==> config.mk <==
export PLATFORM = sky130hd
export DESIGN_NAME = fx_log_arbiter
export DESIGN_NICKNAME = d
export VERILOG_FILES = /design/src/rtl/fx_log_arbiter.sv
export SDC_FILE = /design/constraint.sdc
export NUM_CORES = 1
export LEC_CHECK = 0
export BUFFER_PORTS_ARGS = -buffer_cell sky130_fd_sc_hd__buf_2
export CAP_MARGIN = 15
export CORE_MARGIN = 1
export CORE_UTILIZATION = 47
export DETAILED_ROUTE_END_ITERATION = 12
export PLACE_DENSITY = 0.89
export SLEW_MARGIN = 20
export SYNTH_ARGS = -nofsm -noshare
export SYNTH_HDL_FRONTEND = slang
export SYNTH_SLANG_ARGS = --single-unit
==> constraint.sdc <==
create_clock -name clk -period 3.92 [get_ports clk]
set_clock_uncertainty 0.05 [all_clocks]
set_input_delay 0.392 -clock clk [delete_from_list [all_inputs] [get_ports clk]]
set_output_delay 0.392 -clock clk [all_outputs]
set_load 0.02 [all_outputs]
==> src/rtl/fx_log_arbiter.sv <==
// Round-robin arbiter sharing one external combinational fx_log datapath between NUM_REQ
// requesters, with a registered operand, a programmable settle time and a tagged response.
module fx_log_arbiter #(
  parameter int  NUM_REQ     = 4,
  parameter int  LOG_LATENCY = 1,
  localparam int ID_W        = (NUM_REQ > 1) ? $clog2(NUM_REQ) : 1
) (
  input  logic                 clk,
  input  logic                 rst,
  input  logic [NUM_REQ-1:0]   req_valid,
  input  logic [NUM_REQ*32-1:0] req_arg,
  output logic [NUM_REQ-1:0]   req_ready,
  output logic                 rsp_valid,
  input  logic                 rsp_ready,
  output logic [31:0]          rsp_data,
  output logic [ID_W-1:0]      rsp_id,
  output logic                 rsp_err,
  output logic [31:0]          log_argument,
  input  logic [31:0]          log_result,
  output logic                 busy
);

  typedef enum logic [1:0] {
    IDLE = 2'd0,
    WAIT = 2'd1,
    RESP = 2'd2
  } state_t;

  localparam logic [31:0] LOG_ZERO_SAT = 32'h8000_0000;
  localparam logic [3:0]  WAIT_INIT    = 4'(LOG_LATENCY - 1);

  state_t          state;
  logic [ID_W-1:0] rr_ptr;
  logic [3:0]      wait_cnt;

  logic            found;
  logic [ID_W-1:0] grant;
  logic [ID_W-1:0] next_ptr;
  logic [31:0]     grant_arg;
  logic            accept;
  int              slot;

  // Rotating priority search starting at rr_ptr.
  // NOTE: every combinational output gets a default first so no path leaves it unassigned,
  // which would otherwise infer a latch.
  always_comb begin
    found = 1'b0;
    grant = '0;
    slot  = 0;
    for (int k = 0; k < NUM_REQ; k++) begin
      slot = int'(rr_ptr) + k;
      if (slot >= NUM_REQ) slot = slot - NUM_REQ;
      if (!found && req_valid[slot[ID_W-1:0]]) begin
        found = 1'b1;
        grant = slot[ID_W-1:0];
      end
    end
  end

  always_comb begin
    grant_arg = '0;
    for (int k = 0; k < NUM_REQ; k++) begin
      if (grant == ID_W'(k)) grant_arg = req_arg[32*k +: 32];
    end
  end

  // The ready vector is masked while rst is high so no requester sees an accept during reset.
  assign accept   = (state == IDLE) && found && !rst;
  assign next_ptr = (grant == ID_W'(NUM_REQ - 1)) ? '0 : grant + 1'b1;

  always_comb begin
    req_ready = '0;
    for (int k = 0; k < NUM_REQ; k++) begin
      req_ready[k] = accept && (grant == ID_W'(k));
    end
  end

  // NOTE: all state below uses non-blocking assignments so every register samples the
  // pre-edge values and the order of statements cannot create hidden ordering hazards.
  always_ff @(posedge clk or posedge rst) begin
    if (rst) begin
      state        <= IDLE;
      rr_ptr       <= '0;
      wait_cnt     <= '0;
      rsp_valid    <= 1'b0;
      rsp_data     <= '0;
      rsp_id       <= '0;
      rsp_err      <= 1'b0;
      log_argument <= '0;
      busy         <= 1'b0;
    end else begin
      case (state)
        IDLE: begin
          if (accept) begin
            rsp_id <= grant;
            rr_ptr <= next_ptr;
            busy   <= 1'b1;
            if (grant_arg != '0) begin
              log_argument <= grant_arg;
              wait_cnt     <= WAIT_INIT;
              state        <= WAIT;
            end else begin
              // log(0) is undefined: answer at once with the saturated value and the error flag.
              rsp_data  <= LOG_ZERO_SAT;
              rsp_err   <= 1'b1;
              rsp_valid <= 1'b1;
              state     <= RESP;
            end
          end
        end
        WAIT: begin
          if (wait_cnt == '0) begin
            rsp_data  <= log_result;
            rsp_err   <= 1'b0;
            rsp_valid <= 1'b1;
            state     <= RESP;
          end else begin
            wait_cnt <= wait_cnt - 1'b1;
          end
        end
        RESP: begin
          if (rsp_ready) begin
            rsp_valid <= 1'b0;
            busy      <= 1'b0;
            state     <= IDLE;
          end
        end
        default: begin
          rsp_valid <= 1'b0;
          busy      <= 1'b0;
          state     <= IDLE;
        end
      endcase
    end
  end

endmodule

# ---- Word-level counts from Yosys, hierarchy flattened
# Index checks and enable logic that the tools add are counted.
dict set report op_classes {
  n_addsub 9
  order_cmp 8
  eq_ne 11
  n_mux 47
  bitwise_logic 1
  reduce_logical 25
}
# cell n
set op_table {}
lappend op_table {{$mux W32} 7}
lappend op_table {{$pmux W32 S2} 1}
lappend op_table {{$reduce_bool A32 Y1} 1}
lappend op_table {{$mux W2} 13}
lappend op_table {{$mux W1} 14}
lappend op_table {{$lt A2 B3 Y1 const B} 4}
lappend op_table {{$mux W4} 3}
lappend op_table {{$reduce_and A4 Y1} 3}
lappend op_table {{$ne A2 B2 Y1 const B} 5}
lappend op_table {{$ge A3 B3 Y1 const B} 3}
lappend op_table {{$logic_and A1 B1 Y1} 9}
lappend op_table {{$reduce_and A3 Y1} 3}
lappend op_table {{$bmux W1 S2} 4}
lappend op_table {{$pmux W4 S2} 1}
lappend op_table {{$sub A2 B1 Y2 const B} 4}
lappend op_table {{$add A2 B2 Y3 const B} 2}
lappend op_table {{$eq A2 B2 Y1 const B} 3}
lappend op_table {{$pmux W1 S3} 2}
lappend op_table {{$pmux W2 S3} 1}
lappend op_table {{$eq A2 B1 Y1 const B} 2}
lappend op_table {{$logic_not A1 Y1} 4}
lappend op_table {{$logic_not A2 Y1} 2}
lappend op_table {{$logic_not A4 Y1} 1}
lappend op_table {{$sub A4 B1 Y4 const B} 1}
lappend op_table {{8 further kinds} 8}
dict set report word_totals {
  ff_bits 77
  inputBits 167
  output_inout_bits 73
  wordCells 110
}

# ---- Longest topological paths before layout
dict set report depth {
  depth_word 23
  mapped_depth 17
  ltp_nobuf 14
}

# ---- Least setup slack after synthesis
# No wires, ideal clock.
dict set report synth_timing {
  path_kind {input port to flip-flop}
  from {input port req_valid[0]}
  to {register log_argument[10]}
  setup_ns 0.128
  arrival_time_ns 2.976
  required_ns 3.742
  setup_slack_ns 0.766
  stages 16
  n_path_buf 2
  cell_sequence {inv_1 nor2_1 a21oi_1 o22ai_1 a21oi_1 inv_1 ha_1 nor2_2 buf_2 o211a_1 o22ai_1 nor4_2 nand4_2 nand2_2 buf_6 mux2_1}
}
dict set report synth_between {
  elab_chain_len 19
  elab_cells_between_ends 34
  classes_between {eq/ne: 3; mux: 20; reduce/logical: 11}
}
# item line
set synth_rtl {}
lappend synth_rtl {{start, declared} 10} ;# input logic [NUM_REQ-1:0] req_valid,
lappend synth_rtl {{$bmux W1 S2} 53} ;# if (!found && req_valid[slot[ID_W-1:0]]) begin
lappend synth_rtl {{$mux W1 (not written as such)} 53}
lappend synth_rtl {{$mux W1} 53}
lappend synth_rtl {{$logic_not A1 Y1} 53}
lappend synth_rtl {{$logic_and A1 B1 Y1} 53}
lappend synth_rtl {{$mux W1} 53}
lappend synth_rtl {{$logic_not A1 Y1} 53}
lappend synth_rtl {{$logic_and A1 B1 Y1} 53}
lappend synth_rtl {{[2 not listed]} --}
lappend synth_rtl {{$logic_and A1 B1 Y1} 53}
lappend synth_rtl {{$mux W2 (*)} 53}
lappend synth_rtl {{net grant[0]} 37} ;# logic [ID_W-1:0] grant;
lappend synth_rtl {{$logic_not A2 Y1} 63} ;# if (grant == ID_W'(k)) grant_arg = req_arg[32*k +: 32];
lappend synth_rtl {{$mux W32 (3 in a row)} 63}
lappend synth_rtl {{$mux W32 (*)} 63}
lappend synth_rtl {{$reduce_bool A32 Y1} 98} ;# if (grant_arg != '0) begin
lappend synth_rtl {{$reduce_and A3 Y1 (no line)} --}
lappend synth_rtl {{end signal, assigned} 99} ;# log_argument <= grant_arg;
lappend synth_rtl {{end, declared} 18} ;# output logic [31:0] log_argument,
# Mark *: on every way through the listed nets, which the timed path passes. The rest lies on a longest branch. The select of a mux whose other input is x is not followed.
# A chain may end at the register's enable or synchronous reset.

# ---- Worst setup path after layout
dict set report layout_timing {
  from {register rr_ptr[0]}
  to {register log_argument[4]}
}
dict set report layout_between {
  elab_chain_len 21
  elab_cells_between_ends 49
  classes_between {add/sub: 7; order compare: 4; eq/ne: 3; mux: 24; reduce/logical: 11}
}
# item line
set layout_rtl {}
lappend layout_rtl {{start, declared} 33} ;# logic [ID_W-1:0] rr_ptr;
lappend layout_rtl {{start signal, assigned} 96} ;# rr_ptr <= next_ptr;
lappend layout_rtl {{branches (longest 13 deep; another with $add A2 B1 Y3)} --}
lappend layout_rtl {{$mux W2 (*)} 53}
lappend layout_rtl {{net grant[0]} 37}
lappend layout_rtl {{$logic_not A2 Y1} 63}
lappend layout_rtl {{$mux W32 (3 in a row)} 63}
lappend layout_rtl {{$mux W32 (*)} 63}
lappend layout_rtl {{$reduce_bool A32 Y1} 98}
lappend layout_rtl {{$reduce_and A3 Y1 (no line)} --}
# Mark *: on every way through the listed nets, which the timed path passes. The select of a mux whose other input is x is not followed.

==> metrics.txt <==
XOR/XNOR share of the synthesized area=0; Post-Syn Instances=around 540; Worst Reg2Reg Path Length in Cells=13; max-slew violation count=0; Post-CTS Setup Bufs=0; number of max-cap violations=0; Max clock buf depth=2; HP Class=input port to asynchronous set/reset pin; TritonCTS clock tree=built; outcome=finished, final reports clean; CP bufs+invs=2; CTS root buf=clkbuf_8; final setup vio count=0; clk sinks=77; WL/cell=18.1 µm; 1st-pass router iterations=6; die height=between 100 and 150 µm; Max IR drop VDD=0.000495 V; GR Util All Layers=0.300; Synth area leaders=dfrtp_1, o211a_1, o22ai_1; Lkg Pwr=0.00325 µW; met2 GRT Util=0.501; DP HPWL=approximately 12000 µm; Worst setup EP type=flop; worst skew pair latency=0.35 ns; die area=10800 µm²; initial antenna violation count=1; Post-Layout Cell Count=896; Detail Route Antenna Nets=0; vias per inst=5.87; RSZ-0062 raised after global routing=false; Multi-input gate area=about 2700 µm²; share of cells above drive strength 1=0.375; Num CTS Buffers=9; WL final=16200 µm; Worst Setup Start Kind=flop; fill cell count=836; Post-CTS Hold Buffers=0; clk slew on worst S/H paths=approximately 0.10 ns; Top FF cell, synth=dfrtp_1; Worst EP required=4.08 ns; Final #Nets=about 930; Setup CP Type=flop to flop; power density over cell area=~880 nW/µm²; vias in the first global route=5060; worst-path cell chain=nor2_1 -> a21oi_1 -> o22ai_1 -> a21oi_1 -> ha_2 -> buf_12 -> o211a_1 -> o22ai_1 -> nor4_2 -> nand4_2 -> nand2_2 -> buf_12 -> mux2_1; CP delay by family, top=simple AND/OR/NAND/NOR gates; period utilisation layout=0.925; Congestion Overflow GR=0; EDFF count, synth=0; Avg Synthesized Cell Area=9.02 µm²; Netlist cell types=39; Synth Area in Simple Gates=0.166; Die Wd=104 µm; Syn-to-layout area delta=31.3%; placed cell count=880; adder-cell share of the synthesized area=0.0153; Slew @ Worst Pin=between 1 and 1.5 ns; slowest CP cell=ha_2; largest net degree at the start of global routing=72; FF-to-FF setup slack=0.29 ns; grt met1 use=0.364; DRC errors left=0; row cnt=36; commonest cells after routing, fill and taps aside=buf_2, nand2_1, dfrtp_1; syn_nets=715; Worst Path Arrival=3.79 ns; Worst slew margin=0.322; post-synthesis compound-gate area fraction=0.300; met3 usage=0.0783; routability cong.=0.983; Post-Syn Area=around 4900 µm²; post-synthesis register bit count=77; top cell type's share of synthesized area=0.394; Final Hold Fails=0; H-tree depth=3; Pwr Total=approximately 5600 µW; sum of negative setup slack=0 ns; first-pass GRT wire length=26000 µm; FFs w/ async S/R, synth=1.00; Placeable Area=9910 µm²; most common cell after layout, fill and taps aside=buf_2; drt initial violations=about 320; vias after detailed routing=5263; Ports=240; combinational family with the most area after synthesis=compound AO/OA/AOI/OAI gates; busiest layer in global routing=met2; post-route minimum period=3.63 ns; Initial Util=0.494; slowest stage delay, CP=0.46 ns; register area=1930 µm²; post-synthesis sequential area ratio=0.394; fmax=276 MHz; # resized after CTS=0; post-synthesis mux area share=0.0737; I/O Buffers=239; Crit path depth=13; Synthesis Warnings=0; cell taking the most area after synthesis=dfrtp_1; number of antenna repair diodes=0; maximum fanout along the worst path=around 50
-- worst reg2reg max path, cell delays in order (launching register included) --
cell,delay [ns]
dfrtp_1,0.41
nor2_1,0.08
a21oi_1,0.13
o22ai_1,0.09
a21oi_1,0.29
ha_2,0.46
buf_12,0.27
o211a_1,0.26
o22ai_1,0.09
nor4_2,0.38
nand4_2,0.24
nand2_2,0.16
buf_12,0.22
mux2_1,0.36
-- stage by stage --
stage / hold WS, ns / utilization / instance area [µm²] / worst slack (ns)
finish: 0.171 / 0.648 / 6420 / 0.295
floorplan: 0.450 / - / 4890 / 0.766
global placement: 0.412 / 0.624 / 6190 / 0.304
CTS: 0.189 / 0.648 / 6420 / 0.324
global route: 0.229 / 0.648 / 6420 / 0.0544
detailed placement: 0.424 / 0.625 / 6190 / 0.183
-- power breakdown --
part           switching (µW)  internal, µW  total [µW]
sequential                402          1190        1590
combinational            1930          1400        3330
clock                     317           382         699
total                    2650          2980        5620
-- area by class of cell --
type	count	share of cell area
Clock buffer	10	0.0214
Clock inverter	6	0.0146
Inverter	11	0.00662
Multi-Input combinational cell	410	0.424
Sequential cell	77	0.300
Tap cell	133	0.0259
Timing Repair Buffer	249	0.208
-- logic make-up after synthesis --
logic type,Yosys count
AO/OA/AOI/OAI,200
AND/OR/NAND/NOR,172
flip-flops,77
buffers and inverters,55
multiplexers,32
adder cells (fa/ha/maj),6
-- worst paths after layout --
check,to,startpoint
worst min-delay path,rsp_data[29],rst
worst max register to register,log_argument[4],rr_ptr[0]
worst min register to register,log_argument[2],log_argument[2]
max in group asynchronous,log_argument[8],rst
min in group clk,rsp_data[27],log_result[27]
worst max-delay path,log_argument[4],rr_ptr[0]
-- synthesized netlist by cell type, types with 2 or more instances --
cell	number
nand2_1	80
dfrtp_1	77
o22ai_1	51
nor2_1	40
nand2b_1	33
a22oi_1	32
o211a_1	32
a22o_1	31
mux2_1	28
clkbuf_1	22
o21ai_1	21
buf_2	19
o21ai_0	16
inv_1	10
ha_1	6
a21oi_1	4
a31o_2	4
mux2_2	4
nor4_2	4
and2_1	3
buf_6	3
nor3_1	3
nor2_2	2
or3b_1	2
-- sequential cells by signal, summed over array words and instances (netlist names) --
register      cells
busy              1
log_argument     32
rr_ptr            2
rsp_data         32
rsp_err           1
rsp_id            2
rsp_valid         1
state             2
wait_cnt          4
-- per-layer routing --
| layer | routed length, µm | vias up |
|---|---|---|
| li1 | - | 2432 |
| met3 | 1440 | 43 |
| met5 | 17 | - |
| met2 | 7940 | 287 |
| met4 | 622 | 2 |
| met1 | 6190 | 2499 |
(Power assumes the default switching activity.)
